`src/rtl/button_conditioner.sv`:
```
// Pushbutton conditioner: 2-FF synchronizer, debounce FSM, press/release/long-press strobes, press counter.
// Accepted level change appears DEBOUNCE_CYCLES+3 edges after the pin settles; every output is registered.
module button_conditioner #(
  parameter int DEBOUNCE_CYCLES = 1_000_000,
  parameter int LONG_CYCLES     = 50_000_000,
  parameter bit ACTIVE_LOW      = 1'b1
) (
  input  logic       clk,
  input  logic       reset,
  input  logic       btn_raw,
  output logic       btn_level,
  output logic       press_pulse,
  output logic       release_pulse,
  output logic       long_pulse,
  output logic [7:0] press_count
);

  localparam int CNT_W  = $clog2(DEBOUNCE_CYCLES);
  localparam int HOLD_W = $clog2(LONG_CYCLES + 1);
  localparam logic [CNT_W-1:0]  CNT_LAST  = CNT_W'(DEBOUNCE_CYCLES - 1);
  localparam logic [HOLD_W-1:0] HOLD_LAST = HOLD_W'(LONG_CYCLES - 1);
  localparam logic [HOLD_W-1:0] HOLD_MAX  = HOLD_W'(LONG_CYCLES);

  typedef enum logic [1:0] {IDLE, ARM, PRESSED, DISARM} state_t;

  state_t              state;
  logic                s1, s2;
  logic                btn_s;
  logic [CNT_W-1:0]    cnt;
  logic [HOLD_W-1:0]   hold;
  logic                long_done;

  // Sync flops reset to the idle pin level so a held button is seen as a fresh edge.
  always_ff @(posedge clk) begin
    if (reset) begin
      s1 <= ACTIVE_LOW;
      s2 <= ACTIVE_LOW;
    end else begin
      s1 <= btn_raw;
      s2 <= s1;
    end
  end

  assign btn_s = s2 ^ ACTIVE_LOW;

  always_ff @(posedge clk) begin
    if (reset) begin
      state         <= IDLE;
      cnt           <= '0;
      hold          <= '0;
      long_done     <= 1'b0;
      btn_level     <= 1'b0;
      press_pulse   <= 1'b0;
      release_pulse <= 1'b0;
      long_pulse    <= 1'b0;
      press_count   <= 8'd0;
    end else begin
      press_pulse   <= 1'b0;
      release_pulse <= 1'b0;
      long_pulse    <= 1'b0;

      // Hold timer runs through DISARM so a bouncy release cannot restart the long-press window.
      if (state == PRESSED || state == DISARM) begin
        if (hold != HOLD_MAX) hold <= hold + 1'b1;
        if (hold == HOLD_LAST && !long_done) begin
          long_pulse <= 1'b1;
          long_done  <= 1'b1;
        end
      end

      case (state)
        IDLE: begin
          cnt <= '0;
          if (btn_s) state <= ARM;
        end
        ARM: begin
          if (!btn_s) begin
            state <= IDLE;
            cnt   <= '0;
          end else if (cnt == CNT_LAST) begin
            state       <= PRESSED;
            btn_level   <= 1'b1;
            press_pulse <= 1'b1;
            press_count <= press_count + 8'd1;
            hold        <= '0;
            long_done   <= 1'b0;
          end else begin
            cnt <= cnt + 1'b1;
          end
        end
        PRESSED: begin
          cnt <= '0;
          if (!btn_s) state <= DISARM;
        end
        DISARM: begin
          if (btn_s) begin
            state <= PRESSED;
            cnt   <= '0;
          end else if (cnt == CNT_LAST) begin
            state         <= IDLE;
            btn_level     <= 1'b0;
            release_pulse <= 1'b1;
            cnt           <= '0;
          end else begin
            cnt <= cnt + 1'b1;
          end
        end
        default: state <= IDLE;
      endcase
    end
  end

endmodule

```
`config.mk`:
```
export PLATFORM = sky130hd
export DESIGN_NAME = button_conditioner
export DESIGN_NICKNAME = d
export VERILOG_FILES = /design/src/rtl/button_conditioner.sv
export SDC_FILE = /design/constraint.sdc
export NUM_CORES = 1
export LEC_CHECK = 0
export ABC_AREA = 0
export BUFFER_PORTS_ARGS = -buffer_cell sky130_fd_sc_hd__buf_2
export CAP_MARGIN = 20
export CORE_AREA = 5 5 75 77
export CTS_BUF_LIST = sky130_fd_sc_hd__clkbuf_8
export DETAILED_ROUTE_END_ITERATION = 6
export DIE_AREA = 0 0 80 82
export HOLD_SLACK_MARGIN = 0.1
export PLACE_DENSITY = 0.8
export SKIP_CTS_REPAIR_TIMING = 1
export SYNTH_ARGS = -nofsm -noshare
export SYNTH_HDL_FRONTEND = slang
export SYNTH_SLANG_ARGS = --single-unit
```
`constraint.sdc`:
```
create_clock -name clk -period 2.5 [get_ports clk]
set_clock_uncertainty 0.1 [all_clocks]
set_input_delay 0.125 -clock clk [delete_from_list [all_inputs] [get_ports clk]]
set_output_delay 0.125 -clock clk [all_outputs]
set_load 0.02 [all_outputs]
```
==> results.sh <==
export IMPL_run_status="completed"
export IMPL_gp_congestion=0.791
export IMPL_crit_arrival_ns=2.50
export IMPL_ys_ff_latch=63
export IMPL_start_util_pct=60.1
export IMPL_drv_cap=0
export IMPL_synth_enable_flop_cells=0
export IMPL_slew_violations=0
export IMPL_netlist_top_cells_area="dfxtp_1 42%, nor2_1 5.7%, xnor2_1 5.6%, xor2_1 5.3%, nand2_1 3.4%"
export IMPL_avgSynthCellArea_um2=8.49
export IMPL_cp_required_ns=2.63
export IMPL_wl_met2_um=3120
export IMPL_syn_cell_area_um2=2970
export IMPL_reg2reg_slack_ns=0.13
export IMPL_synth_top_cell_area_share_pct=42.4
export IMPL_nNetsFinal=374
export IMPL_hold_path_end="s2"
export IMPL_whs_path_depth=1
export IMPL_cts_tree="built"
export IMPL_totalWireLength_um=6070
export IMPL_clockBufferDepth=2
export IMPL_via_per_inst=5.64
export IMPL_hold_viol_final=0
export IMPL_slew_headroom_pct=61.5
export IMPL_cp_slowest_stage_delay_ns=0.57
export IMPL_fill_cells=419
export IMPL_final_seq_area_um2=1260
export IMPL_r2r_start="cnt[15]"
export IMPL_grt_pass1_vias=2367
export IMPL_synth_area_leader_cell="dfxtp_1"
export IMPL_grt_pass1_wl_um=10600
export IMPL_async_flop_share_pct=0
export IMPL_num_antenna_cells=0
export IMPL_reg2regPathDepth=5
export IMPL_numCtsBuffers=9
export IMPL_rr_endpoint="press_count[5]"
export IMPL_max_clock_freq_ghz=0.422
export IMPL_die_h_um=82
export IMPL_multi_input_area_um2=1610
export IMPL_synthFlopType="dfxtp_1"
export IMPL_cp_cell_sequence="or4b_4 > nor4_4 > and3_2 > and3_1 > mux2_2"
export IMPL_num_rows=26
export IMPL_criticalPathCategory="reg2reg"
export IMPL_grt_max_degree=26
export IMPL_setup_viol=0
export IMPL_cts_sinks=63
export IMPL_drcViolationCount=0
export IMPL_area_growth_pct=13.3
export IMPL_die_x_um=80
export IMPL_fin_setup_tns_ns=0
export IMPL_period_share_pct=94.7
export IMPL_ys_types=41
export IMPL_drtIter0Drc=138
export IMPL_crit_path_end_kind="flop"
export IMPL_drt_met1_wl_um=2680
export IMPL_grt_overflow_total=0
export IMPL_vdd_drop_max_v=0.000485
export IMPL_rsz0062_at_grt="no"
export IMPL_p_leak_nw=1.18
export IMPL_avgRoutedWirePerCell_um=13.7
export IMPL_wl_met3_um=231
export IMPL_top_layer_used="met4"
export IMPL_drive_gt1_share_pct=12.1
export IMPL_worstPathMaxFanout=6
export IMPL_post_route_min_period_ns=2.37
export IMPL_dr_pass1_iters=4
export IMPL_synth_common_cells="63 x dfxtp_1, 45 x nor2_1, 27 x nand2_1, 20 x nand3_1, 19 x xnor2_1"
export IMPL_cts_root_buf="clkbuf_8"
export IMPL_yosysMostFrequentCell="dfxtp_1"
export IMPL_synthesis_nets=357
export IMPL_grt_usage_pct=20.6
export IMPL_vias=2493
export IMPL_hp_class="reg2reg"
export IMPL_antenna_found_initial=0
export IMPL_ant_nets=0
export IMPL_yosysSeqAreaShare_pct=42.4
export IMPL_core_area_um2=4940
export IMPL_htreeDepth=3
export IMPL_placed_cells=424
export IMPL_design_die_area_um2=6560
export IMPL_io_buffers=14
export IMPL_clk_pin_slew_ns=0.07
export IMPL_worstHoldStart="s1"
export IMPL_hpwl_um=4130
export IMPL_cp_slowest_cell="or4b_4"
export IMPL_cellPowerDensity_nw_per_um2=627
export IMPL_ios=15
export IMPL_stdcell_count=442
export IMPL_worstMarginPinSlew_ns=0.572
export IMPL_cp_start_kind="flop"
export IMPL_yosys_warnings=0
export IMPL_synth_cells=350
export IMPL_clk_latency_ns=0.34
kinds of logic after synthesis:
kind of cell / synth area share [%]
flops: 42.4
simple gates: 33.3
buf+inv: 3.45
compound gates: 7.16
fa+ha+maj: 1.68
mux: 1.05
xor+xnor: 10.9
stage by stage:
stage / worst slack [ns] / utilization, % / total power [mW] / instance area [um^2] / hold WS, ns
after global placement: 0.229 / 62.8 / 1.07 / 3100 / 0.210
after detailed placement: 0.180 / 62.8 / 1.07 / 3100 / 0.214
after global routing: 0.0331 / 68.1 / 2.20 / 3370 / 0.341
after CTS: 0.151 / 67.7 / 2.13 / 3350 / -0.147
final: 0.132 / 68.1 / 2.11 / 3370 / 0.316
after floorplan: 0.324 / - / 1.06 / 2970 / 0.129
where the power goes:
group	total, mW	internal (mW)	switching [mW]
sequential	1.01	1.01	0.00326
clock	1.07	0.663	0.402
combinational	0.0357	0.0137	0.0221
cell type report:
class | count | area share [%]
multi-input combinational | 263 | 47.8
sequential | 63 | 37.4
timing repair buffer | 19 | 3.71
clock buffer | 9 | 3.68
clock inverter | 7 | 3.60
tap | 70 | 2.60
inverter | 11 | 1.23
cell usage in the layout (no fill, tap or decap), types with 17 or more instances in the layout:
master,n
nand3_1,20
nor2_1,45
nand2_1,27
xor2_1,18
dfxtp_1,63
xnor2_1,19
nor3_1,17
a21oi_1,17
per-layer routing:
metal  GRT usage (%)  up-vias
met5               0        -
met4            7.09        0
met3            7.68        4
met2            36.5       41
met1            22.7     1182
li1                -     1266
registers in the layout, indices dropped and copies added (netlist names), named ones only:
register,count
long_pulse,1
hold,26
release_pulse,1
press_pulse,1
long_done,1
btn_level,1
press_count,8
s1,1
cnt,20
state,1
s2,1
critical path, delay by kind of cell, from the launching register on:
family	cells	cell delay, ns
simple gates	4	1.47
mux	1	0.33
flops	1	0.36
worst max path at each step:
stage            start              to  slack [ns]  cells past startpoint
2_1_floorplan  cnt[13]  press_count[5]        0.32                      5
3_3_place_gp   cnt[14]  press_count[5]        0.23                      5
3_5_place_dp   cnt[13]  press_count[5]        0.18                      5
4_1_cts        cnt[13]  press_count[5]        0.15                      5
5_1_grt        cnt[14]  press_count[5]        0.03                      5
6_report       cnt[15]  press_count[5]        0.13                      5
No activity file was read; power rests on OpenSTA's default activity.
